--- src/rtl/sdram_copy_dma.sv ---
// sdram_copy_dma: SDRAM-to-SDRAM copy engine on the arbiter's DMA port.
// Reads up to FIFO_DEPTH words into a local FIFO, then writes them back to the
// destination, alternating read and write bursts until the length is consumed.
//
// Request handshake: the engine raises dma_req_valid together with addr/rw/wdata
// from registers and holds all of them stable until the arbiter pulses
// dma_req_ack while valid is high. That ack edge completes the request (read
// data is taken in the same cycle). valid is then low for one cycle before the
// next request, and ack seen while valid is low is ignored.
module sdram_copy_dma #(
    parameter int FIFO_DEPTH = 4,
    parameter int LEN_W      = 16
) (
    input  logic             clk,
    input  logic             rst_n,
    input  logic             cfg_start,
    input  logic [22:0]      cfg_src,
    input  logic [22:0]      cfg_dst,
    input  logic [LEN_W-1:0] cfg_len,
    output logic             busy,
    output logic             done,
    output logic [LEN_W-1:0] words_done,
    output logic             dma_req_valid,
    output logic [22:0]      dma_req_addr,
    output logic             dma_req_rw,
    output logic [31:0]      dma_req_wdata,
    input  logic             dma_req_ack,
    input  logic [31:0]      dma_rsp_rdata
);

    localparam int PTR_W = (FIFO_DEPTH > 1) ? $clog2(FIFO_DEPTH) : 1;
    localparam int CNT_W = $clog2(FIFO_DEPTH) + 1;

    typedef enum logic [1:0] {
        S_IDLE  = 2'd0,
        S_READ  = 2'd1,
        S_WRITE = 2'd2,
        S_DONE  = 2'd3
    } state_t;

    state_t r_state;
    state_t w_state_next;

    logic [22:0]      r_rd_ptr;
    logic [22:0]      r_wr_ptr;
    logic [LEN_W-1:0] r_rd_left;
    logic [LEN_W-1:0] r_wr_left;
    logic [LEN_W-1:0] r_words_done;

    logic [31:0]      r_fifo [FIFO_DEPTH];
    logic [PTR_W-1:0] r_head;
    logic [PTR_W-1:0] r_tail;
    logic [CNT_W-1:0] r_count;

    logic             r_valid;
    logic [22:0]      r_addr;
    logic             r_rw;
    logic [31:0]      r_wdata;

    logic w_ack;
    logic w_start;
    logic w_push;
    logic w_pop;
    logic w_issue;

    assign w_ack   = r_valid & dma_req_ack;
    assign w_start = (r_state == S_IDLE) & cfg_start;
    assign w_push  = (r_state == S_READ) & w_ack;
    assign w_pop   = (r_state == S_WRITE) & w_ack;
    // A request is (re)issued one cycle after the previous ack, whenever valid is low.
    assign w_issue = ((r_state == S_READ) || (r_state == S_WRITE)) & ~r_valid;

    assign busy          = (r_state != S_IDLE);
    assign done          = (r_state == S_DONE);
    assign words_done    = r_words_done;
    assign dma_req_valid = r_valid;
    assign dma_req_addr  = r_addr;
    assign dma_req_rw    = r_rw;
    assign dma_req_wdata = r_wdata;

    // State register.
    always_ff @(posedge clk or negedge rst_n) begin
        if (!rst_n) begin
            r_state <= S_IDLE;
        end else begin
            r_state <= w_state_next;
        end
    end

    // Next-state: switch to WRITE when the FIFO fills or the source is exhausted,
    // back to READ when the FIFO drains with words still to fetch.
    always_comb begin
        w_state_next = r_state;
        case (r_state)
            S_IDLE: begin
                if (cfg_start) begin
                    w_state_next = (cfg_len == '0) ? S_DONE : S_READ;
                end
            end
            S_READ: begin
                if (w_ack && ((r_count == CNT_W'(FIFO_DEPTH - 1)) ||
                              (r_rd_left == LEN_W'(1)))) begin
                    w_state_next = S_WRITE;
                end
            end
            S_WRITE: begin
                if (w_ack) begin
                    if (r_wr_left == LEN_W'(1)) begin
                        w_state_next = S_DONE;
                    end else if (r_count == CNT_W'(1)) begin
                        w_state_next = S_READ;
                    end
                end
            end
            S_DONE: begin
                w_state_next = S_IDLE;
            end
            default: begin
                w_state_next = S_IDLE;
            end
        endcase
    end

    // Address pointers, remaining counts and progress counter.
    always_ff @(posedge clk or negedge rst_n) begin
        if (!rst_n) begin
            r_rd_ptr     <= '0;
            r_wr_ptr     <= '0;
            r_rd_left    <= '0;
            r_wr_left    <= '0;
            r_words_done <= '0;
        end else if (w_start) begin
            r_rd_ptr     <= cfg_src;
            r_wr_ptr     <= cfg_dst;
            r_rd_left    <= cfg_len;
            r_wr_left    <= cfg_len;
            r_words_done <= '0;
        end else begin
            if (w_push) begin
                r_rd_ptr  <= r_rd_ptr + 23'd1;
                r_rd_left <= r_rd_left - LEN_W'(1);
            end
            if (w_pop) begin
                r_wr_ptr     <= r_wr_ptr + 23'd1;
                r_wr_left    <= r_wr_left - LEN_W'(1);
                r_words_done <= r_words_done + LEN_W'(1);
            end
        end
    end

    // Registered request fields; the first read goes out on the start edge.
    always_ff @(posedge clk or negedge rst_n) begin
        if (!rst_n) begin
            r_valid <= 1'b0;
            r_addr  <= '0;
            r_rw    <= 1'b0;
            r_wdata <= '0;
        end else if (w_start) begin
            if (cfg_len != '0) begin
                r_valid <= 1'b1;
                r_addr  <= cfg_src;
                r_rw    <= 1'b0;
            end
        end else if (w_ack) begin
            r_valid <= 1'b0;
        end else if (w_issue) begin
            r_valid <= 1'b1;
            if (r_state == S_READ) begin
                r_addr <= r_rd_ptr;
                r_rw   <= 1'b0;
            end else begin
                r_addr  <= r_wr_ptr;
                r_rw    <= 1'b1;
                r_wdata <= r_fifo[r_head];
            end
        end
    end

    // FIFO pointers and occupancy; reset empties the FIFO.
    always_ff @(posedge clk or negedge rst_n) begin
        if (!rst_n) begin
            r_head  <= '0;
            r_tail  <= '0;
            r_count <= '0;
        end else begin
            if (w_push) begin
                r_tail <= r_tail + PTR_W'(1);
            end
            if (w_pop) begin
                r_head <= r_head + PTR_W'(1);
            end
            if (w_push && !w_pop) begin
                r_count <= r_count + CNT_W'(1);
            end else if (w_pop && !w_push) begin
                r_count <= r_count - CNT_W'(1);
            end
        end
    end

    // FIFO storage; contents need no reset since occupancy gates every read.
    always_ff @(posedge clk) begin
        if (w_push) begin
            r_fifo[r_tail] <= dma_rsp_rdata;
        end
    end

    // Bursts are sized so the FIFO can never overflow or underflow.
    always_ff @(posedge clk) begin
        if (rst_n) begin
            assert (!(w_push && (r_count == CNT_W'(FIFO_DEPTH))));
            assert (!(w_pop && (r_count == '0)));
        end
    end

endmodule

--- config.mk ---
export PLATFORM = sky130hd
export DESIGN_NAME = sdram_copy_dma
export DESIGN_NICKNAME = d
export VERILOG_FILES = /design/src/rtl/sdram_copy_dma.sv
export SDC_FILE = /design/constraint.sdc
export NUM_CORES = 1
export LEC_CHECK = 0
export ABC_CLOCK_PERIOD_IN_PS = 3300
export BUFFER_PORTS_ARGS = -buffer_cell sky130_fd_sc_hd__buf_2
export CAP_MARGIN = 20
export CORE_ASPECT_RATIO = 0.6
export CORE_UTILIZATION = 25
export CTS_CLUSTER_DIAMETER = 150
export DETAILED_ROUTE_END_ITERATION = 7
export MAX_ROUTING_LAYER = met4
export PLACE_DENSITY = 0.48
export SETUP_SLACK_MARGIN = 0.5
export SYNTH_ARGS = -nofsm -noshare
export SYNTH_HDL_FRONTEND = slang
export SYNTH_SLANG_ARGS = --single-unit
--- constraint.sdc ---
create_clock -name clk -period 3.3 [get_ports clk]
set_input_delay 0.165 -clock clk [delete_from_list [all_inputs] [get_ports clk]]
set_output_delay 0.165 -clock clk [all_outputs]
set_load 0.03 [all_outputs]
==> run summary, run 1 <==
OUTCOME
-------------------------------------------------------------------------------
Run status                                                         did not finish
Fail Step                                                             5_2_route
First error                                                        [ERROR DRT-0255] Maze Route cannot find path of net clk in worker of routeBox ( 241500 0 ) ( 292270 48300 ).

YOSYS
-------------------------------------------------------------------------------
Synthesized cell area                                               0.01264 mm²
Async set-or-reset flop fraction in the synthesized netlist              0.5556
Number of synthesized flops with an enable pin                              128
Post-synthesis register bit count                                           288
Commonest register cell after synthesis                                 dfrtp_1
Syn Inst Count                                                              969
Library cells used by synthesis                                              41
Number of nets in the synthesized netlist                                 1,088
Synthesized area per cell                                             13.04 µm²
Sequential area share after synthesis                                    0.6209
Yosys Warn Count                                                              0

PLACED DESIGN
-------------------------------------------------------------------------------
Input/output buffers                                                        172
Detailed Place HPWL                                                   22,820 µm
Final weighted congestion of routability-driven global placement         0.7596
Cells after DPL                                                           1,763
Instance area after placement                                       0.01441 mm²

FLOORPLANNING
-------------------------------------------------------------------------------
Number of placement rows                                                     63
Die height                                                             176.2 µm
Initial Util                                                             0.2545
Top-level I/O count                                                         173
Chip Width                                                             292.3 µm

GLOBAL ROUTING
-------------------------------------------------------------------------------
Wire length of the first global-routing pass                          53,230 µm
Number of global-route vias before repair                                 8,949
Overall overflow remaining after global route                                 0
Maximum number of pins on one net before global-route repair                 73
Initial antenna violation count                                               3
Overall track demand over capacity in global routing                     0.1371

CLOCK NETWORK
-------------------------------------------------------------------------------
# H-tree levels                                                               1
Maximum number of buffers from clock root to sink                             3
Cts bufs inserted                                                            31
Cells resized by post-CTS repair                                              0
Sinks on Clock Net                                                          288
Root cell of the clock tree                                           clkbuf_16

-- synthesized netlist by cell type, drive strengths merged, types with 22 or more instances --
cell	n	area, µm²
o21ai	30	150.1
mux2	33	371.6
xor2	39	341.6
edfxtp	128	3844
nand2	61	229.0
a21oi	62	310.3
mux2i	22	220.2
xnor2	48	420.4
nand3	24	120.1
nand4	22	137.6
nor2	83	311.6
mux4	32	720.7
clkbuf	37	138.9
a211oi	22	165.2
dfrtp	160	4004
a21o	22	165.2
-- metrics by stage --
| step | worst slack [ps] | hold slack (ps) |
|---|---|---|
| after floorplan | 841.8 | -130.6 |
| after global placement | 820.1 | 280.1 |
| after detailed placement | 776.1 | 280.8 |
| after CTS | 760.5 | 48.05 |
| after global routing | 579.9 | 96.22 |
-- routing by layer --
layer  GRT usage
met5           -
met4     0.02596
met3     0.02971
met2      0.1994
met1      0.1962
-- timing repair --
action,4_1_cts,5_1_grt
hold buffers,95,0
buffers inserted,0,0
hold endpoints to repair,280,0
setup endpoints to repair,0,0
-- cells by family after synthesis --
| logic type | Yosys count | synth area share |
|---|---|---|
| buf+inv | 71 | 0.02138 |
| simple gates | 267 | 0.1026 |
| xor+xnor | 87 | 0.06029 |
| fa+ha+maj | 21 | 0.02079 |
| flops | 288 | 0.6209 |
| compound gates | 148 | 0.07019 |
| mux | 87 | 0.1039 |
==> inputs of run 2 (changes only) <==
CORE_ASPECT_RATIO = unset   (was 0.6)
CORE_UTILIZATION = 20   (was 25)
CTS_CLUSTER_DIAMETER = unset   (was 150)
MAX_ROUTING_LAYER = unset   (was met4)
PLACE_DENSITY = unset   (was 0.48)
PLACE_DENSITY_LB_ADDON = 0.15   (was unset)
SETUP_SLACK_MARGIN = unset   (was 0.5)
==> run 2 against run 1 <==
Net effect:
- the run now ends clean
- synthesized cell count stayed put
- global-route usage is 2.2 points lower
- area after synthesis stayed put
==> run summary, run 2 <==
TIMING
--------------------------------------------------------------------------------------------------------
Setup violators final                                                                                  0
Post-layout min period                                                                           2752 ps
Actual transition at the worst max-transition pin                                               682.1 ps
Minimum setup slack in the final design                                                         547.8 ps
Number of hold violations in the final report                                                          0
Ratio of final minimum period to clock period                                                     0.8340
Largest clock skew in the final design                                                          25.37 ps
Max transition margin                                                                             0.5453
Setup repair after global routing missed its margin                                                   no
Upper clock frequency limit                                                                    363.3 MHz
Setup TNS Final                                                                                     0 ps
Max-slew violation total from the final report                                                         0

YOSYS
--------------------------------------------------------------------------------------------------------
Syn Inst Count                                                                                       969
Most common cell in the synthesized netlist                                                      dfrtp_1
Post-synthesis register bit count                                                                    288
Combinational family with the most area after synthesis                                     multiplexers
Share of the synthesized netlist area taken by xor and xnor gates                                0.06029
Commonest register cell after synthesis                                                          dfrtp_1
Compound-Gate Fraction of Synth Area                                                             0.07019
Synthesized cell area                                                                        0.01264 mm²
Sequential area share after synthesis                                                             0.6209
Most frequent cells after synthesis                                                         dfrtp_1, edfxtp_1, nor2_1
Mux cell area share after synthesis                                                               0.1039
Synthesized area per cell                                                                      13.04 µm²
Post-synthesis share of cell area spent on and, or, nand and nor gates                            0.1026
Number of synthesized flops with an enable pin                                                       128
Dominant cells by area after synthesis                                                      dfrtp_1, edfxtp_1, mux4_2, xnor2_1, mux2_2
Async set-or-reset flop fraction in the synthesized netlist                                       0.5556
Number of nets in the synthesized netlist                                                          1,088
Area fraction of the dominant cell type after synthesis                                           0.3168
Synth Area in Adders                                                                             0.02079
Yosys Warn Count                                                                                       0
Library cells used by synthesis                                                                       41
Most area-hungry cell type in the Yosys netlist                                                  dfrtp_1

MIN PATH
--------------------------------------------------------------------------------------------------------
Hold Path Depth                                                                                        3
Worst min-delay path class                                                                  input pin to flop
Worst Hold Launch                                                                            dma_req_ack

CELLS AND AREA
--------------------------------------------------------------------------------------------------------
Most flops, register                                                                              r_fifo
Signed area change from the synthesized netlist to the final layout                               32.99%
Share of post-route cells with drive strength above 1                                             0.2533
Flip-flop count of the largest register, all copies and words added                                  128
Cell Count, Final, Fillers Out                                                                     2,113
Number of filler instances in the final layout                                                     6,436
Leading cell types in the layout, fill and taps excluded                                    buf_2, dfrtp_1, edfxtp_1, dlygate4sd3_1, nor2_1
Most frequent standard cell in the layout excluding fill and tap cells                             buf_2
Finished Cell Area                                                                           0.01681 mm²
Final nets                                                                                         1,368

DRT
--------------------------------------------------------------------------------------------------------
Residual DRC count                                                                                     0
Vias post-DR                                                                                       8,615
Wire length reported by the detailed router                                                    36,470 µm
Count of nets left with antenna violations after detail routing                                        0
Drt first-iter violations                                                                            335
Post-DR wirelength/cell                                                                         17.26 µm
Vias per std cell                                                                                  4.077
Detailed Routing Iterations Pass 1                                                                     4

CLOCK NETWORK
--------------------------------------------------------------------------------------------------------
# H-tree levels                                                                                        2
Latest clock arrival within the worst-skew pair                                                   540 ps
Root cell of the clock tree                                                                    clkbuf_16
Post-CTS clock slew at the launch and capture registers of the worst setup and hold paths          60 ps
Number of hold buffers added after cts                                                                95
CTS tree                                                                                           built
Cts bufs inserted                                                                                     37
Sinks on Clock Net                                                                                   288
Cells resized by post-CTS repair                                                                       0
Maximum number of buffers from clock root to sink                                                      3
Number of buffers inserted to repair setup after CTS                                                   0

GLOBAL ROUTING
--------------------------------------------------------------------------------------------------------
Global-route track usage on met1                                                                  0.1444
Overall track demand over capacity in global routing                                              0.1148
Global-route met2 utilization                                                                     0.1923
Number of global-route vias before repair                                                          9,131
Initial antenna violation count                                                                        2
Wire length of the first global-routing pass                                                   55,700 µm
Maximum number of pins on one net before global-route repair                                          62
Global route hottest layer                                                                          met2
GR Util met3                                                                                     0.02817
Overall overflow remaining after global route                                                          0

CRITICAL PATH
--------------------------------------------------------------------------------------------------------
Worst Setup SP                                                                                r_state[0]
Reg-to-Reg Start                                                                              r_state[0]
Kind of start point of the critical path                                                            flop
Number of cell instances on the worst register-to-register path                                        9
Maximum fanout encountered on the critical timing path                                                12
Register-to-register setup slack                                                                  550 ps
Category of the most critical setup path                                                    flop to flop
Setup crit end kind                                                                                 flop
Required arrival time at the worst endpoint                                                      3710 ps
Crit path arrival time                                                                           3160 ps

FLOORPLANNING
--------------------------------------------------------------------------------------------------------
Chip Width                                                                                      253.4 µm
Initial Util                                                                                      0.2037
Core footprint                                                                               0.06205 mm²
Die height                                                                                      253.4 µm
Top-level I/O count                                                                                  173
Number of placement rows                                                                              91
Full die area                                                                                0.06420 mm²

FLOW RUN
--------------------------------------------------------------------------------------------------------
Count of maximum capacitance violations                                                                0

PLACED DESIGN
--------------------------------------------------------------------------------------------------------
Input/output buffers                                                                                 172
Detailed Place HPWL                                                                            24,200 µm
Final weighted congestion of routability-driven global placement                                  0.7503
Instance area after placement                                                                0.01467 mm²
Cells after DPL                                                                                    1,952
Pre-CTS setup slack                                                                             507.4 ps

OUTCOME
--------------------------------------------------------------------------------------------------------
Run status                                                                                  finished clean

POWER
--------------------------------------------------------------------------------------------------------
Worst IR drop on VDD                                                                           0.4874 mV
Cell area power density                                                                     891.0 mW/mm²
PnR Total Power                                                                                0.01498 W
Reported leakage power                                                                          6.507 nW

[run 2: cell counts after synthesis]
Identical to the previous run, type by type.
[run 2: worst max-delay path: stages (launching register included)]
cell and delay [ps]:
dfrtp_1 420, inv_1 120, ha_1 290, and3_1 460
inv_1 350, nor4b_1 380, buf_4 200, nor2b_1 160
xnor2_1 140, a21oi_1 80
[run 2: path summary, 6_finish.rpt]
check                              endpoint
max in group asynchronous      r_rd_ptr[13]
hold reg to reg            dma_req_addr[20]
min in group asynchronous     r_rd_left[12]
setup / recovery              r_wr_left[11]
hold / removal                dma_req_valid
setup reg to reg              r_wr_left[11]
[run 2: cells by family after synthesis]
kind of cell / count (synthesis)
flip-flops: 288
AND/OR/NAND/NOR: 267
AO/OA/AOI/OAI: 148
XOR/XNOR: 87
multiplexers: 87
buffers and inverters: 71
adder cells (fa/ha/maj): 21
[run 2: area by class of cell]
type                       instances  area (µm²)  area share
sequential                       288        7849      0.4670
multi-input combinational        610        4549      0.2707
timing repair buffer             291        2098      0.1248
clock buffer                      55        1076     0.06402
tap                              837        1047     0.06231
clock inverter                    10       106.4    0.006328
inverter                          21       78.83    0.004690
antenna                            1       2.502   0.0001489
[run 2: stage by stage]
step / utilization / hold WS, ps
finish: 0.2709 / 115.0
global route: 0.2709 / 142.3
CTS: 0.2708 / 74.14
detailed placement: 0.2364 / 179.6
global placement: 0.2364 / 176.4
floorplan: - / -130.6
[run 2: power breakdown]
part | switching, W | internal [W]
Combinational | 0.00302 | 0.00226
Clock | 0.00160 | 0.00241
Sequential | 0.000888 | 0.00481
Total | 0.00550 | 0.00948
[run 2: per-layer routing]
layer | up-vias | wire length [µm]
li1 | 4109 | -
met4 | 2 | 809
met5 | - | 17
met1 | 4257 | 16450
met3 | 58 | 1874
met2 | 189 | 17320
No activity file was read; power rests on OpenSTA's default activity.
